### src/rtl/fpmul_pkg.sv
// Shared types and constants for the pipelined floating-point multiplier.
// Build option FPMUL_FLAGS_EN adds the {invalid,overflow,underflow,inexact} flag path.
package fpmul_pkg;

  typedef enum logic [1:0] {
    CLS_ZERO = 2'd0,
    CLS_NORM = 2'd1,
    CLS_INF  = 2'd2,
    CLS_NAN  = 2'd3
  } fp_class_e;

  localparam int FLAG_INEXACT   = 0;
  localparam int FLAG_UNDERFLOW = 1;
  localparam int FLAG_OVERFLOW  = 2;
  localparam int FLAG_INVALID   = 3;
  localparam int FLAG_W         = 4;

  function automatic int bias(input int exp_w);
    return (1 << (exp_w - 1)) - 1;
  endfunction

  // Canonical quiet NaN: positive sign, all-ones exponent, only the top mantissa bit set.
  function automatic logic [127:0] qnan(input int exp_w, input int man_w);
    logic [127:0] q;
    q = '0;
    for (int i = 0; i < exp_w; i++) begin
      q = q | (128'd1 << (man_w + i));
    end
    q = q | (128'd1 << (man_w - 1));
    return q;
  endfunction

endpackage

### src/rtl/fpmul_hs_slice.sv
// One pipeline register with valid/ready flow control; payload width is a parameter.
// Handshake: a beat moves when valid and ready are both high on a rising edge;
// up_ready = ~dn_valid | dn_ready, so a full slice accepts only while it is draining.
module fpmul_hs_slice #(
  parameter int W = 8
) (
  input  logic         clk,
  input  logic         rst,
  input  logic         up_valid,
  output logic         up_ready,
  input  logic [W-1:0] up_data,
  output logic         dn_valid,
  input  logic         dn_ready,
  output logic [W-1:0] dn_data
);

  assign up_ready = ~dn_valid | dn_ready;

  // Data is captured only on a real transfer so it stays frozen through stalls and bubbles.
  always_ff @(posedge clk) begin
    if (rst) begin
      dn_valid <= 1'b0;
      dn_data  <= '0;
    end else if (up_ready) begin
      dn_valid <= up_valid;
      if (up_valid) begin
        dn_data <= up_data;
      end
    end
  end

endmodule

### src/rtl/fpmul_pipe_hs.sv
// Four-stage floating-point multiplier (unpack, multiply, normalise/round, pack) with
// valid/ready back-pressure and a pass-through tag. FPMUL_FLAGS_EN adds out_flags.
module fpmul_pipe_hs
  import fpmul_pkg::*;
#(
  parameter int EXP_W = 8,
  parameter int MAN_W = 23,
  parameter int TAG_W = 4
) (
  input  logic                     clk,
  input  logic                     rst,
  input  logic                     in_valid,
  output logic                     in_ready,
  input  logic [EXP_W+MAN_W:0]     in_a,
  input  logic [EXP_W+MAN_W:0]     in_b,
  input  logic [TAG_W-1:0]         in_tag,
  output logic                     out_valid,
  input  logic                     out_ready,
  output logic [EXP_W+MAN_W:0]     out_z,
  output logic [TAG_W-1:0]         out_tag
`ifdef FPMUL_FLAGS_EN
  ,
  output logic [FLAG_W-1:0]        out_flags
`endif
);

  localparam int W      = 1 + EXP_W + MAN_W;
  localparam int SIG_W  = MAN_W + 1;
  localparam int PROD_W = 2 * SIG_W;
  localparam int XW     = EXP_W + 2;

  localparam logic signed [XW-1:0] BIAS_X    = XW'(bias(EXP_W));
  localparam logic signed [XW-1:0] MAX_X     = XW'((1 << EXP_W) - 1);
  localparam logic signed [XW-1:0] ZERO_X    = '0;
  localparam logic [127:0]         QNAN_FULL = qnan(EXP_W, MAN_W);
  localparam logic [W-1:0]         QNAN_Z    = QNAN_FULL[W-1:0];

  typedef struct packed {
    logic [TAG_W-1:0]        tag;
    logic                    sign;
    logic                    special;
    logic [W-1:0]            special_z;
    logic signed [XW-1:0]    exp;
    logic [SIG_W-1:0]        sig_a;
    logic [SIG_W-1:0]        sig_b;
`ifdef FPMUL_FLAGS_EN
    logic                    invalid;
`endif
  } s1_t;

  typedef struct packed {
    logic [TAG_W-1:0]        tag;
    logic                    sign;
    logic                    special;
    logic [W-1:0]            special_z;
    logic signed [XW-1:0]    exp;
    logic [PROD_W-1:0]       prod;
`ifdef FPMUL_FLAGS_EN
    logic                    invalid;
`endif
  } s2_t;

  typedef struct packed {
    logic [TAG_W-1:0]        tag;
    logic                    sign;
    logic                    special;
    logic [W-1:0]            special_z;
    logic signed [XW-1:0]    exp;
    logic [MAN_W-1:0]        man;
`ifdef FPMUL_FLAGS_EN
    logic                    lost;
    logic                    invalid;
`endif
  } s3_t;

  typedef struct packed {
    logic [TAG_W-1:0]        tag;
    logic [W-1:0]            z;
`ifdef FPMUL_FLAGS_EN
    logic [FLAG_W-1:0]       flags;
`endif
  } s4_t;

  function automatic fp_class_e classify(input logic [EXP_W-1:0] e, input logic [MAN_W-1:0] m);
    if (e == '0) return CLS_ZERO;
    if (e == '1) return (m == '0) ? CLS_INF : CLS_NAN;
    return CLS_NORM;
  endfunction

  s1_t s1_d, s1_q;
  s2_t s2_d, s2_q;
  s3_t s3_d, s3_q;
  s4_t s4_d, s4_q;
  logic v1, v2, v3;
  logic rdy2, rdy3, rdy4;

  fp_class_e cls_a, cls_b;
  logic      nan_case;

  // Stage 1: unpack and classify. Subnormals land in CLS_ZERO, which is the flush-to-zero.
  assign cls_a    = classify(in_a[W-2 -: EXP_W], in_a[MAN_W-1:0]);
  assign cls_b    = classify(in_b[W-2 -: EXP_W], in_b[MAN_W-1:0]);
  assign nan_case = (cls_a == CLS_NAN) || (cls_b == CLS_NAN) ||
                    (cls_a == CLS_INF && cls_b == CLS_ZERO) ||
                    (cls_a == CLS_ZERO && cls_b == CLS_INF);

  always_comb begin
    s1_d       = '0;
    s1_d.tag   = in_tag;
    s1_d.sign  = in_a[W-1] ^ in_b[W-1];
    s1_d.exp   = $signed({2'b00, in_a[W-2 -: EXP_W]}) + $signed({2'b00, in_b[W-2 -: EXP_W]}) - BIAS_X;
    s1_d.sig_a = {1'b1, in_a[MAN_W-1:0]};
    s1_d.sig_b = {1'b1, in_b[MAN_W-1:0]};
    if (nan_case) begin
      s1_d.special   = 1'b1;
      s1_d.special_z = QNAN_Z;
`ifdef FPMUL_FLAGS_EN
      s1_d.invalid   = 1'b1;
`endif
    end else if (cls_a == CLS_INF || cls_b == CLS_INF) begin
      s1_d.special   = 1'b1;
      s1_d.special_z = {s1_d.sign, {EXP_W{1'b1}}, {MAN_W{1'b0}}};
    end else if (cls_a == CLS_ZERO || cls_b == CLS_ZERO) begin
      s1_d.special   = 1'b1;
      s1_d.special_z = {s1_d.sign, {(W-1){1'b0}}};
    end
  end

  fpmul_hs_slice #(.W($bits(s1_t))) u_s1 (
    .clk(clk), .rst(rst),
    .up_valid(in_valid), .up_ready(in_ready), .up_data(s1_d),
    .dn_valid(v1), .dn_ready(rdy2), .dn_data(s1_q)
  );

  // Stage 2: full-width significand product.
  always_comb begin
    s2_d           = '0;
    s2_d.tag       = s1_q.tag;
    s2_d.sign      = s1_q.sign;
    s2_d.special   = s1_q.special;
    s2_d.special_z = s1_q.special_z;
    s2_d.exp       = s1_q.exp;
    s2_d.prod      = PROD_W'(s1_q.sig_a) * PROD_W'(s1_q.sig_b);
`ifdef FPMUL_FLAGS_EN
    s2_d.invalid   = s1_q.invalid;
`endif
  end

  fpmul_hs_slice #(.W($bits(s2_t))) u_s2 (
    .clk(clk), .rst(rst),
    .up_valid(v1), .up_ready(rdy2), .up_data(s2_d),
    .dn_valid(v2), .dn_ready(rdy3), .dn_data(s2_q)
  );

  logic                norm;
  logic [PROD_W-2:0]   frac;
  logic [MAN_W-1:0]    man_t;
  logic                g_bit, r_bit, s_bit, round_up;
  logic [MAN_W:0]      man_rnd;

  // Stage 3: frac is the product left-aligned below the hidden bit, so the mantissa,
  // guard, round and sticky fields sit at fixed positions whichever way it normalised.
  always_comb begin
    norm     = s2_q.prod[PROD_W-1];
    frac     = norm ? s2_q.prod[PROD_W-2:0] : {s2_q.prod[PROD_W-3:0], 1'b0};
    man_t    = frac[2*MAN_W:MAN_W+1];
    g_bit    = frac[MAN_W];
    r_bit    = frac[MAN_W-1];
    s_bit    = |frac[MAN_W-2:0];
    round_up = g_bit & (r_bit | s_bit | man_t[0]);
    man_rnd  = {1'b0, man_t} + {{MAN_W{1'b0}}, round_up};

    s3_d           = '0;
    s3_d.tag       = s2_q.tag;
    s3_d.sign      = s2_q.sign;
    s3_d.special   = s2_q.special;
    s3_d.special_z = s2_q.special_z;
    s3_d.man       = man_rnd[MAN_W-1:0];
    s3_d.exp       = s2_q.exp + $signed({{(XW-1){1'b0}}, norm}) + $signed({{(XW-1){1'b0}}, man_rnd[MAN_W]});
`ifdef FPMUL_FLAGS_EN
    s3_d.lost      = g_bit | r_bit | s_bit;
    s3_d.invalid   = s2_q.invalid;
`endif
  end

  fpmul_hs_slice #(.W($bits(s3_t))) u_s3 (
    .clk(clk), .rst(rst),
    .up_valid(v2), .up_ready(rdy3), .up_data(s3_d),
    .dn_valid(v3), .dn_ready(rdy4), .dn_data(s3_q)
  );

  logic ovf, unf;

  // Stage 4: exponent range check and final pack.
  always_comb begin
    ovf    = $signed(s3_q.exp) >= MAX_X;
    unf    = $signed(s3_q.exp) <= ZERO_X;
    s4_d     = '0;
    s4_d.tag = s3_q.tag;
    if (s3_q.special) begin
      s4_d.z = s3_q.special_z;
    end else if (ovf) begin
      s4_d.z = {s3_q.sign, {EXP_W{1'b1}}, {MAN_W{1'b0}}};
    end else if (unf) begin
      s4_d.z = {s3_q.sign, {(W-1){1'b0}}};
    end else begin
      s4_d.z = {s3_q.sign, s3_q.exp[EXP_W-1:0], s3_q.man};
    end
`ifdef FPMUL_FLAGS_EN
    s4_d.flags[FLAG_INVALID]   = s3_q.invalid;
    s4_d.flags[FLAG_OVERFLOW]  = ~s3_q.special & ovf;
    s4_d.flags[FLAG_UNDERFLOW] = ~s3_q.special & unf;
    s4_d.flags[FLAG_INEXACT]   = ~s3_q.special & (s3_q.lost | ovf | unf);
`endif
  end

  fpmul_hs_slice #(.W($bits(s4_t))) u_s4 (
    .clk(clk), .rst(rst),
    .up_valid(v3), .up_ready(rdy4), .up_data(s4_d),
    .dn_valid(out_valid), .dn_ready(out_ready), .dn_data(s4_q)
  );

  assign out_z   = s4_q.z;
  assign out_tag = s4_q.tag;
`ifdef FPMUL_FLAGS_EN
  assign out_flags = s4_q.flags;
`endif

endmodule
### config.mk
export PLATFORM = sky130hd
export DESIGN_NAME = fpmul_pipe_hs
export DESIGN_NICKNAME = d
export VERILOG_FILES = /design/src/rtl/fpmul_pkg.sv /design/src/rtl/fpmul_hs_slice.sv /design/src/rtl/fpmul_pipe_hs.sv
export SDC_FILE = /design/constraint.sdc
export NUM_CORES = 2
export LEC_CHECK = 0
export ABC_AREA = 1
export CORE_MARGIN = 3
export CORE_UTILIZATION = 41
export CTS_BUF_LIST = sky130_fd_sc_hd__clkbuf_4 sky130_fd_sc_hd__clkbuf_8 sky130_fd_sc_hd__clkbuf_16
export CTS_CLUSTER_DIAMETER = 80
export DETAILED_ROUTE_END_ITERATION = 10
export GPL_ROUTABILITY_DRIVEN = 0
export PLACE_DENSITY = 0.55
export SETUP_SLACK_MARGIN = 0.15
export SKIP_CTS_REPAIR_TIMING = 1
export SLEW_MARGIN = 20
export SYNTH_ARGS = -nofsm -noshare
export SYNTH_HDL_FRONTEND = slang
export SYNTH_SLANG_ARGS = --single-unit
### constraint.sdc
create_clock -name clk -period 13.11 [get_ports clk]
set_input_delay 1.9665 -clock clk [delete_from_list [all_inputs] [get_ports clk]]
set_output_delay 1.9665 -clock clk [all_outputs]
set_load 0.01 [all_outputs]
Yosys cells after proc, flatten, opt, wreduce, memory -nomap -nowiden
Cells that the tools add are included.

storage, ports and cells
  bits in registers = 303
  bits of input ports = 72
  output and inout port bits = 38
  word-level logic and storage cells = 75

operators by class
  add/subtract/negate cells = 5
  multipliers = 1
  magnitude comparators = 2
  equality and inequality tests = 6
  multiplexer cells = 23
  bitwise gates (word level) = 12
  reductions and logical operators = 18

operator list
  operator                count
  $mux W33                3
  $mux W31                2
  $mul A24 B24 Y48        1
  $mux W47                1
  $logic_not A23 Y1       2
  $mux W32                1
  $add A23 B1 Y24         1
  $reduce_or A22 Y1       1
  $add A10 B2 Y10         2
  $eq A8 B8 Y1 const B    2
  $logic_not A8 Y1        2
  $mux W2                 8
  $ge A10 B9 Y1 const B   1
  $le A10 B1 Y1 const B   1
  $sub A9 B7 Y10 const B  1
  $add A8 B8 Y9           1
  $eq A2 B2 Y1 const B    4
  $mux W1                 8
  $reduce_and A2 Y1       4
  $or A1 B1 Y1            6
  $logic_or A1 B1 Y1      5
  $logic_not A2 Y1        2
  $not A1 Y1              4
  $logic_and A1 B1 Y1     2
  2 further kinds         2

Longest topological paths before layout
  depth in word-level cells = 10
  gate-level depth with buffers = 32
  depth with buffers taken out = 30

By module
From an unflattened synthesis, not the netlist that was laid out.

second synthesis, totals
  cells, all modules = 5315
  area total of the unflattened synthesis = 36378.6 um2

by module, submodules not included
  module                     instances  cells each  area an instance (um2)  sequential area each (um2)
  fpmul_pipe_hs              1          3336        22851.9                 0.0
  fpmul_hs_slice (u_s1 ...)  2          634         4317.9                  1941.9
  fpmul_hs_slice (u_s3)      1          470         3223.1                  1441.4
  fpmul_hs_slice (u_s4)      1          241         1667.8                  740.7

Worst setup path after synthesis
OpenSTA, ideal clock, no wires.

  path kind = reg2reg
  start point = register u_s1.dn_data[9]
  end point = register u_s2.dn_data[47]
  library setup time = 0.109 ns
  arrival time = 5.812 ns
  data required time = 13.001 ns
  slack = 7.189 ns
  cell stages (with the launch flop) = 28
  path buffers = 2
  clock period less this slack = 5.921 ns
  path through = dfxtp_1 -> clkbuf_1 -> clkbuf_1 -> nand2_1 -> fa_1 -> inv_1 -> fa_1 -> inv_1 -> fa_1 -> inv_1 -> fa_1 -> fa_1 -> fa_1 -> inv_1 -> fa_1 -> inv_1 -> ha_1 -> nand2_1 -> nor2_1 -> inv_1 -> nor2_1 -> nand2_1 -> nor2_1 -> nand2_1 -> nand4_1 -> nand3_1 -> nand2_1 -> inv_1

between the ends
  word-level cells in the longest chain between the ends = 1

ends and longest elaborated chain
  element                 line                  source
  start, declared         fpmul_hs_slice.sv:14  output logic [W-1:0] dn_data
  start signal, assigned  fpmul_hs_slice.sv:27  dn_data <= up_data;
  $mul A24 B24 Y48        fpmul_pipe_hs.sv:143  s2_d.prod = PROD_W'(s1_q.sig_a) * PROD_W'(s1_q.sig_b);
  end signal, assigned    fpmul_hs_slice.sv:27
  end, declared           fpmul_hs_slice.sv:14

No other way between the ends.
A chain may end at the register's enable or synchronous reset.

Worst setup path in the final report
  start point = register u_s1.dn_data[37]
  end point = register u_s2.dn_data[37]

The elaborated chain is that of the path after synthesis.

==> metrics.csv <==
metric,value,unit
outcome,"complete, no violations",
drt-pass1-iter-count,7,
drv_slew,0,
r2r_start,u_s1.dn_data[37],
cts_root_buf,clkbuf_16,
finalPower,3.727,mW
critPathTopFamily,adder cells,
cts_sinks,215,
setup_viol,0,
die_area,0.07698,mm2
syn_inst,4248,
fillers,7469,
synthesis.area,0.03021,mm2
cts_inserted_buffers,29,
htreeDepth,1,
grt.total_usage,22.34,%
drive_above_1_share,3.833,%
synth_top_family_by_area,adder cells,
finish.utilization,45.84,%
start_kind,flop,
hold_path_depth,2,
drc,0,
die_h,277.4,um
critical-path-max-stage-delay,1100,ps
drv_cap,0,
finalCritPeriodShare,52.99,%
cp-end-kind,flop,
first_iter_violations,1773,
yosysWarningCount,0,
fin_tns_setup,0,ps
multi_input_area,0.02076,mm2
post-place-ws,6234,ps
route.detailed.vias_per_inst,4.814,
peakVddDrop,0.09675,mV
fin_ws,6163,ps
r2r_slack,6160,ps
antenna_cells,0,
worstHoldPathType,flop to flop,
gr-total-overflow,0,
start_util,41.83,%
clk_path_buf_depth,3,
whs,459.6,ps
place_area,0.03204,mm2
worst_r2r_path_depth,25,
io_buffers,109,
rsz0062_at_grt,false,
instances_no_fill,5202,
clk_pin_slew,60,ps
crit_arrival,7390,ps
slowest_stage,dfxtp_1,
crit_cells,25,
max_freq,0.1439,GHz
fin_crit,6947,ps
synthSimpleGateAreaFrac,21.13,%
yosysUniqueCellTypes,42,
path_buf_inv,6,
hold_viol,0,
ant_nets,0,
dp_hpwl,67.48,mm
synthMuxAreaShare,0,%
startpoint,u_s1.dn_data[37],
crit_fanout,25,
syn_nets,4996,
grt_pass1_wl,138.0,mm
hp-start,u_s3.dn_data[12],
synth-compound-area-share,6.250,%
power.leakage,18.54,nW
num_vias,25040,
antenna_found_initial,3,
synth_xor_area_share,1.276,%
grt_pass1_vias,25100,
route.detailed.wl_per_inst,16.31,um
crit_required,13550,ps
ff_latch_area,0.004307,mm2
tritoncts,yes,
core_area,0.07222,mm2
power_density,112.6,mW/mm2
yosysSeqAreaShare,14.25,%
skew,14.34,ps
stdcell_area,0.03311,mm2
syn_to_final_growth,9.588,%
clock_latency,560,ps
tightest_slew,1181,ps
synthAdderAreaFrac,40.02,%
slew_headroom,21.19,%
crit_type,flop to flop,
fin_nets,4978,
placementRows,98,
io-pin-count,110,
grt_max_degree,82,
syn_avg_cell_area,7.112,um2
postRouteWirelength,84.83,mm
dp_cells,5149,
synth-seq-cells,215,
cpMostUsedCell,fa_1,
dieWidth,277.4,um
==> power breakdown <==
| group | total [mW] | switching, mW | internal [mW] | leakage [nW] |
|---|---|---|---|---|
| Combinational | 2.12 | 1.38 | 0.736 | 16.3 |
| Clock | 0.873 | 0.333 | 0.539 | 0.521 |
| Sequential | 0.735 | 0.0329 | 0.702 | 1.77 |
| Total | 3.73 | 1.75 | 1.98 | 18.5 |
==> synthesized netlist by cell type (all sizes together) <==
master,instances,area share [%]
nand3b,2,0.050
xor2,33,0.96
a31oi,1,0.021
clkinv,1,0.012
nand4,30,0.62
buf,22,0.46
o211ai,6,0.15
inv,1147,14
or2,2,0.041
ha,192,8.0
fa,484,32
nor3,15,0.39
o2111ai,1,0.029
o21ai,185,3.2
nor4,4,0.083
xnor2,11,0.32
a22oi,2,0.050
o21bai,8,0.20
nand2,1089,14
a221oi,1,0.029
clkbuf,189,2.3
o31ai,2,0.050
dfxtp,215,14
and2,3,0.062
nor2,345,4.6
a21oi,153,2.5
nand3,105,1.7
==> final timing paths <==
path                       to
min reg2reg  u_s4.dn_data[12]
max          u_s2.dn_data[37]
max reg2reg  u_s2.dn_data[37]
min          u_s4.dn_data[12]
==> registers in the layout, indices dropped and copies added (netlist names) <==
signal and count:
u_s1.dn_data 66, u_s1.dn_valid 1, u_s2.dn_data 67, u_s2.dn_valid 1, u_s3.dn_data 42, u_s3.dn_valid 1, u_s4.dn_data 36, u_s4.dn_valid 1
==> cell families after synthesis <==
group | after synthesis
AO/OA/AOI/OAI | 359
XOR/XNOR | 44
adder cells (fa/ha/maj) | 676
buffers and inverters | 1359
flip-flops | 215
AND/OR/NAND/NOR | 1595
==> worst reg2reg max path: cells and delay by family, from the launching register on <==
kind | cells | cell delay (ps)
simple gates | 11 | 1500
buf+inv | 6 | 330
flops | 1 | 1100
fa+ha+maj | 8 | 3910
==> final cells by class <==
class / instances / share of cell area [%]
repair buffers: 162 / 4.490
multi-input cells: 2674 / 62.70
clock inverters: 18 / 0.7672
inverters: 1148 / 13.02
well taps: 950 / 3.590
flip-flops and latches: 215 / 13.01
clock buffers: 35 / 2.423
==> cells in the final DEF, fill, tap and decap left out, drive strengths merged <==
cell and count:
nand3 105, o31ai 2, o21bai 8, a21oi 153, a221oi 1, xor2 33
nor4 4, o211ai 6, nor3 15, o21ai 185, a31oi 1, clkdlybuf4s50 108
o2111ai 1, fa 484, clkbuf 35, or2 2, a22oi 2, nand2 1089
nand3b 2, clkinv 5, ha 192, xnor2 11, dfxtp 215, inv 1154
clkinvlp 2, and2 3, buf 54, bufinv 5, nor2 345, nand4 30
==> layer usage <==
layer  global-route usage [%]  share of wire (%)  vias up
li1                         -                  -    12200
met1                    32.29                 47    12070
met5                        0                  0        -
met4                    4.405                2.0        0
met3                    3.829                7.1       97
met2                    35.27                 44      677
No activity file was read; power rests on OpenSTA's default activity.
